===== config.mk =====
export PLATFORM = sky130hd
export DESIGN_NAME = hazard_ctrl_unit
export DESIGN_NICKNAME = d
export VERILOG_FILES = /design/src/rtl/hazard_ctrl_unit.sv
export SDC_FILE = /design/constraint.sdc
export NUM_CORES = 1
export LEC_CHECK = 0
export BUFFER_PORTS_ARGS = -buffer_cell sky130_fd_sc_hd__clkbuf_2
export CORE_MARGIN = 4
export CORE_UTILIZATION = 52
export CTS_CLUSTER_DIAMETER = 30
export DETAILED_ROUTE_END_ITERATION = 10
export PLACE_DENSITY = 0.85
export SLEW_MARGIN = 20
export SYNTH_ARGS = -nofsm -noshare
export SYNTH_HDL_FRONTEND = slang
export SYNTH_SLANG_ARGS = --single-unit

===== constraint.sdc =====
create_clock -name CLK -period 3.4 [get_ports CLK]
set_clock_uncertainty 0.05 [all_clocks]
set_input_delay 0.68 -clock CLK [delete_from_list [all_inputs] [get_ports CLK]]
set_output_delay 0.68 -clock CLK [all_outputs]
set_load 0.05 [all_outputs]

===== src/rtl/hazard_ctrl_unit.sv =====
// Pipeline hazard controller: latch enables, flushes, PC write
// enable, operand forwarding selects and stall/freeze statistics.
//
// Ports:
//   CLK, RST          clock, synchronous active-high reset
//   ihit, dhit        fetch / data access complete
//   mem_memop         MEM stage holds a load or store
//   id_valid, id_rs   ID instruction valid and its packed sources
//   ex_src            EX packed sources (forwarding compare)
//   ex_regwr/memread  EX writes a register / is a load
//   ex_wsel           EX destination
//   mem_regwr/memread MEM writes a register / is a load
//   mem_wsel          MEM destination
//   wb_regwr, wb_wsel WB write enable and destination
//   redirect          taken branch/jump resolved in EX
//   pc_wen .. memwb_en latch enables
//   ifid/idex_flush   latch flushes
//   fwd_sel           2 bits per slot: 00 rf, 01 WB, 10 MEM
//   stall_cnt         saturating count of load-use bubbles
//   freeze_cnt        saturating count of freeze cycles
module hazard_ctrl_unit #(
  parameter int REGW          = 5,
  parameter int NSRC          = 2,
  parameter int LDUSE_BUBBLES = 1,
  parameter int FLUSH_CYCLES  = 1,
  parameter int CNTW          = 16
) (
  input  logic              CLK,
  input  logic              RST,
  input  logic              ihit,
  input  logic              dhit,
  input  logic              mem_memop,
  input  logic              id_valid,
  input  logic [NSRC*REGW-1:0] id_rs,
  input  logic [NSRC*REGW-1:0] ex_src,
  input  logic              ex_regwr,
  input  logic              ex_memread,
  input  logic [REGW-1:0]   ex_wsel,
  input  logic              mem_regwr,
  input  logic              mem_memread,
  input  logic [REGW-1:0]   mem_wsel,
  input  logic              wb_regwr,
  input  logic [REGW-1:0]   wb_wsel,
  input  logic              redirect,
  output logic              pc_wen,
  output logic              ifid_en,
  output logic              idex_en,
  output logic              exmem_en,
  output logic              memwb_en,
  output logic              ifid_flush,
  output logic              idex_flush,
  output logic [NSRC*2-1:0] fwd_sel,
  output logic [CNTW-1:0]   stall_cnt,
  output logic [CNTW-1:0]   freeze_cnt
);

  localparam int MAXC =
    (LDUSE_BUBBLES > FLUSH_CYCLES) ?
    LDUSE_BUBBLES : FLUSH_CYCLES;
  localparam int CW = (MAXC < 2) ? 1 : $clog2(MAXC + 1);

  localparam logic [1:0] S_RUN     = 2'd0;
  localparam logic [1:0] S_LDSTALL = 2'd1;
  localparam logic [1:0] S_FLUSH   = 2'd2;

  localparam logic [CW-1:0] LB_LOAD =
    CW'(LDUSE_BUBBLES - 1);
  localparam logic [CW-1:0] FL_LOAD =
    CW'(FLUSH_CYCLES - 1);
  localparam logic [CW-1:0] ONE = CW'(1);

  logic [1:0]    state;
  logic [1:0]    state_nx;
  logic [CW-1:0] cnt;
  logic [CW-1:0] cnt_nx;
  logic          freeze;
  logic          luse;
  logic          stall_inc;
  logic [REGW-1:0] src;
  logic          rs_hit;

  assign freeze = !ihit | (mem_memop & !dhit);

  // A load sitting in MEM has no data yet, so it is
  // skipped here; its value is picked up from WB later.
  always_comb begin
    fwd_sel = '0;
    src     = '0;
    for (int i = 0; i < NSRC; i++) begin
      src = ex_src[i*REGW +: REGW];
      if (mem_regwr && !mem_memread &&
          mem_wsel != '0 && mem_wsel == src)
        fwd_sel[i*2 +: 2] = 2'b10;
      else if (wb_regwr && wb_wsel != '0 &&
               wb_wsel == src)
        fwd_sel[i*2 +: 2] = 2'b01;
      else
        fwd_sel[i*2 +: 2] = 2'b00;
    end
    if (RST)
      fwd_sel = '0;
  end

  always_comb begin
    rs_hit = 1'b0;
    for (int i = 0; i < NSRC; i++)
      if (id_rs[i*REGW +: REGW] == ex_wsel)
        rs_hit = 1'b1;
  end

  assign luse = id_valid & ex_memread & ex_regwr &
                (ex_wsel != '0) & rs_hit;

  always_comb begin
    pc_wen     = 1'b0;
    ifid_en    = 1'b0;
    idex_en    = 1'b0;
    exmem_en   = 1'b0;
    memwb_en   = 1'b0;
    ifid_flush = 1'b0;
    idex_flush = 1'b0;
    state_nx   = state;
    cnt_nx     = cnt;
    stall_inc  = 1'b0;
    if (RST || freeze) begin
      // everything held, outputs already zero
    end else if (redirect) begin
      // a redirect wins in every state and drops
      // any bubble sequence in progress
      pc_wen     = 1'b1;
      ifid_en    = 1'b1;
      idex_en    = 1'b1;
      exmem_en   = 1'b1;
      memwb_en   = 1'b1;
      ifid_flush = 1'b1;
      idex_flush = 1'b1;
      if (FLUSH_CYCLES > 1) begin
        state_nx = S_FLUSH;
        cnt_nx   = FL_LOAD;
      end else begin
        state_nx = S_RUN;
        cnt_nx   = '0;
      end
    end else begin
      case (state)
        S_LDSTALL: begin
          idex_en    = 1'b1;
          exmem_en   = 1'b1;
          memwb_en   = 1'b1;
          idex_flush = 1'b1;
          stall_inc  = 1'b1;
          if (cnt == ONE) begin
            state_nx = S_RUN;
            cnt_nx   = '0;
          end else begin
            cnt_nx = cnt - ONE;
          end
        end
        S_FLUSH: begin
          pc_wen     = 1'b1;
          ifid_en    = 1'b1;
          idex_en    = 1'b1;
          exmem_en   = 1'b1;
          memwb_en   = 1'b1;
          ifid_flush = 1'b1;
          if (cnt == ONE) begin
            state_nx = S_RUN;
            cnt_nx   = '0;
          end else begin
            cnt_nx = cnt - ONE;
          end
        end
        default: begin
          state_nx = S_RUN;
          if (luse) begin
            idex_en    = 1'b1;
            exmem_en   = 1'b1;
            memwb_en   = 1'b1;
            idex_flush = 1'b1;
            stall_inc  = 1'b1;
            if (LDUSE_BUBBLES > 1) begin
              state_nx = S_LDSTALL;
              cnt_nx   = LB_LOAD;
            end
          end else begin
            pc_wen   = 1'b1;
            ifid_en  = 1'b1;
            idex_en  = 1'b1;
            exmem_en = 1'b1;
            memwb_en = 1'b1;
          end
        end
      endcase
    end
  end

  always_ff @(posedge CLK) begin
    if (RST) begin
      state      <= S_RUN;
      cnt        <= '0;
      stall_cnt  <= '0;
      freeze_cnt <= '0;
    end else begin
      state <= state_nx;
      cnt   <= cnt_nx;
      if (freeze && freeze_cnt != '1)
        freeze_cnt <= freeze_cnt + 1'b1;
      if (stall_inc && stall_cnt != '1)
        stall_cnt <= stall_cnt + 1'b1;
    end
  end

endmodule

Yosys cells after proc, flatten, opt, wreduce, memory -nomap -nowiden
Index checks and enable logic that the tools add are counted.
Word-level totals
  output and inout port bits: 43
  bits in registers: 35
  memory bits (read-only): 0
  bits in latches: 0
  RAM bits: 0
  memories: 0
Cells by class
  reduce and logical (&&, ||, !) cells: 20
  mux-type cells: 27
  bitwise logic cells: 7
  $add $sub $neg: 3
  shift-type cells: 0
  equality and inequality tests: 11
  magnitude comparators: 0
  multipliers: 0
  div/mod/pow operators: 0
Operators with widths (number)
  adder 16 x 1 -> 16 bit (second input constant): 2
  inequality test 16 bit (second input constant): 2
  equality test 5 bit: 6
  two-way mux 1 bit: 19
  nonzero test 5 bit: 3
  two-way mux 2 bit: 5
  logical AND 1 bit: 9
  bitwise AND 1 bit: 5
  two-way mux 4 bit: 1
  one-hot mux 1 bit (2 select lines): 2
  AND reduction 2 bit: 2
  zero test 1 bit: 3
  inequality test 3 x 1 -> 1 bit (second input constant): 1
  equality test 2 x 1 -> 1 bit (second input constant): 1
  equality test 2 bit (second input constant): 1
  nonzero test 2 bit: 1
  OR reduction 2 bit: 1
  logical OR 1 bit: 1
  inverter 1 bit: 1
  OR 1 bit: 1
  subtractor 1 bit (second input constant): 1

Depth between registers and ports, before layout
  word-level depth: 9
  depth in mapped cells: 7
  gate-level depth less buffers: 6

Least setup slack after synthesis
Ideal clock, no wire load.
  kind: input to output
  start: input dhit
  end: output pc_wen
  data required time: 2.670 ns
  arrival: 2.568 ns
  setup slack: 0.102 ns
  path buffers: 1
  stages on the path: 4
  path through: and2b_1 -> nor2_1 -> o21a_1 -> buf_4
Between the ends
  word-level cells in the longest chain between the ends: 5
Ends and longest elaborated chain
  from (decl): RTL line 31  | input logic dhit,
  zero test 1 bit: RTL line 82  | assign freeze = !ihit | (mem_memop & !dhit);
  bitwise AND 1 bit: RTL line 82
  OR 1 bit: RTL line 82
  logical OR 1 bit: RTL line 125  | if (RST || freeze) begin
  two-way mux 1 bit
  to (decl): RTL line 45  | output logic pc_wen,
No other way between the ends.

Worst setup path after layout
  start: input mem_wsel[1]
  end: output fwd_sel[0]
Between the ends
  word-level cells in the longest chain between the ends: 5
  elaborated cells between the ends (all ways): 6
  classes of those cells: eq/ne: 1; mux: 2; reduce/logical: 3
Ends and longest elaborated chain
  from (decl): RTL line 41  | input logic [REGW-1:0] mem_wsel,
  nonzero test 5 bit: RTL line 92  | mem_wsel != '0 && mem_wsel == src)
  logical AND 1 bit: RTL line 91  | if (mem_regwr && !mem_memread &&
  logical AND 1 bit *: RTL line 92
  two-way mux 2 bit *: RTL line 91
  two-way mux 4 bit *: RTL line 100  | if (RST)
  to (decl): RTL line 52  | output logic [NSRC*2-1:0] fwd_sel,
Mark *: on every way between the ends. The rest lies on a longest branch, timed or not.

==> flow_summary.toml <==
[timing]
finalSetupViolCount = 0
tightestPinTransition_ns = 0.4508
fmax_ghz = 0.3417
slew_headroom_pct = 69.91
timing.final.crit_share_pct = 86.09
layout_min_cycle_time_ns = 2.927
fin_hold_ws_ns = 0.4775
drv_slew = 0
timing.setup.tns_ns = 0
rsz0062_at_grt = "false"
final-hold-violation-count = 0

[worst_setup_path]
cpPeakStageDelay_ns = 0.52
critPathSlowestCell = "or4_1"
cp.required_ns = 2.67
startpoint_type = "input port"
cp.arrival_ns = 2.20
crit_top_cell = "clkbuf_2"
worstPathMaxFanout = 3
crit_path_end_kind = "primary output"
worst-setup-path-type = "in2out"
crit_chain = "clkbuf_2 -> or4_1 -> o21ai_0 -> nor4_1 -> nand3_1 -> and4_1 -> clkbuf_2"

[floorplan]
die_h_um = 72.84
die_area_sq_um = 5305
core-area_sq_um = 4029
dieWidth_um = 72.84
fp-row-count = 23
ios = 90
initial_core_util_pct = 54.25

[finish]
n_antenna_cell = 0
drive_above_1_share_pct = 30.66
syn2layout_area_growth_pct = 24.67
final_area_sq_um = 2725
fin_cells = 399
seqCellArea_sq_um = 640.6
multiInputGateArea_sq_um = 1451
most-common-layout-cells = "89 x clkbuf_2, 32 x dfxtp_1, 30 x xor2_1"
utilization_pct = 67.64
fillerInstances = 349
nets = 397
layout_commonest_cell = "clkbuf_2"

[synthesis]
yosys_warnings = 0
syn_area_per_cell_sq_um = 8.343
netlist_instances = 262
ys_ff_latch = 32
post-synth-top-area-cell = "dfxtp_1"
ys_types = 46
ys.flop_type = "dfxtp_1"
ys_async_sr_fraction_pct = 0
syn_nets = 311
synth_top_area_share_pct = 29.31
synth_edf_count = 0
synthTopCellsByArea = "dfxtp_1 29%, xor2_1 12%, xnor2_1 5.2%, nor2_1 3.6%, and4_1 3.2%"
syn-cell-area_sq_um = 2186
synth_seq_area_share_pct = 29.31

[detailed_routing]
wire_per_inst_um = 14.02
num_vias = 2278
vias_per_cell = 5.709
drc = 0
drt-initial-drc-count = 113
first_pass_iters = 4
routed_wl_mm = 5.592
ant_nets = 0

[status]
status = "finished, final reports clean"

[clocking]
cts_root_buffer = "clkbuf_8"
tritoncts.num_buffers = 5
cts_tree = "yes"
clock_latency_ns = 0.29
htree_levels = 2
cts_resized = 0
hold_buffers = 0
cts_sinks = 32
clk_pin_slew_ns = 0.07
cts_buffer_depth = 2
cts_setup_buffers = 0

[grt]
overflow = 0
grt_pass1_vias = 2037
track_usage_pct = 21.01
grt_max_degree = 31
antenna_found_initial = 0
grt_pass1_wl_mm = 8.963

[placement]
portBuffers = 89
post_dp_cell_area_sq_um = 2638
dp_hpwl_mm = 4.444
gp_congestion = 0.8503
dp_cells = 391

[min_path]
min_path_type = "reg2reg"

[power_and_ir_drop]
leakage_nw = 1.133
power.density_nw_per_um2 = 304.0
vdd_drop_max_mv = 0.2300

[job]
max_cap_violations = 0
-- sequential cells by signal (all words and copies together) (netlist names) --
register	flops
freeze_cnt	16
stall_cnt	16
-- logic make-up (layout without fill, tap and decap cells) --
logic type,after synthesis,after routing,share of synthesized area [%]
buffers and inverters,17,104,4.293
xor gates and xnor gates,43,43,17.23
adders and majority gates,2,2,1.145
muxes,3,3,1.488
and+or+nand+nor,118,118,31.37
DFF,32,32,29.31
AOI/OAI and AO/OA,47,47,15.17
-- cell usage after synthesis, drive strengths merged (4+ instances only) --
master  number
dfxtp       32
xor2        30
nor2        21
nor3        16
xnor2       13
nand2       12
a21oi       11
nand3       11
nand4       10
or4          9
and4         8
buf          8
and3         7
nor4         7
o21a         7
o21ai        6
o31ai        6
clkbuf       5
inv          4
-- per-layer routing --
metal | vias to the layer above | wire length, um | track usage [%]
li1 | 1149 | - | -
met4 | 0 | 89 | 8.811
met1 | 1044 | 2385 | 25.04
met3 | 8 | 362 | 4.821
met2 | 77 | 2754 | 36.07
met5 | - | 0 | 0
-- critical path, delay by kind of cell --
family                 cells  cell delay, ns
buffers and inverters      2            0.39
and+or+nand+nor            4            0.90
AOI/OAI and AO/OA          1            0.22
-- where the power goes --
group	switching [W]	leakage [nW]	internal [W]	total [W]
combinational	0.0000935	0.827	0.0000560	0.000149
sequential	0.00000407	0.258	0.000378	0.000382
clock	0.000154	0.0479	0.000142	0.000297
-- through the flow --
| step | setup slack (ns) | total power, W |
|---|---|---|
| global placement | 0.5262 | 0.0005367 |
| CTS | 0.4767 | 0.0008371 |
| global route | 0.3988 | 0.0008635 |
| finish | 0.4731 | 0.0008286 |
| detailed placement | 0.4840 | 0.0005405 |
| floorplan | 0.1018 | 0.0004855 |
-- area by class of cell --
type	count	area share [%]
Multi-Input combinational cell	213	53.26
Tap cell	50	2.296
Inverter	4	0.5510
Clock buffer	5	2.525
Clock inverter	3	0.6887
Timing Repair Buffer	92	17.17
Sequential cell	32	23.51
-- path summary, 6_finish.rpt --
path | start | endpoint | slack [ns] | cells past startpoint
min reg2reg | stall_cnt[11]$_SDFFE_PP0P_ | stall_cnt[11]$_SDFFE_PP0P_ | 0.48 | 2
max | mem_wsel[1] | fwd_sel[0] | 0.47 | 7
min | stall_cnt[11]$_SDFFE_PP0P_ | stall_cnt[11]$_SDFFE_PP0P_ | 0.48 | 2
max reg2reg | stall_cnt[0]$_SDFFE_PP0P_ | stall_cnt[10]$_SDFFE_PP0P_ | 1.37 | 6
(Power assumes the default switching activity.)
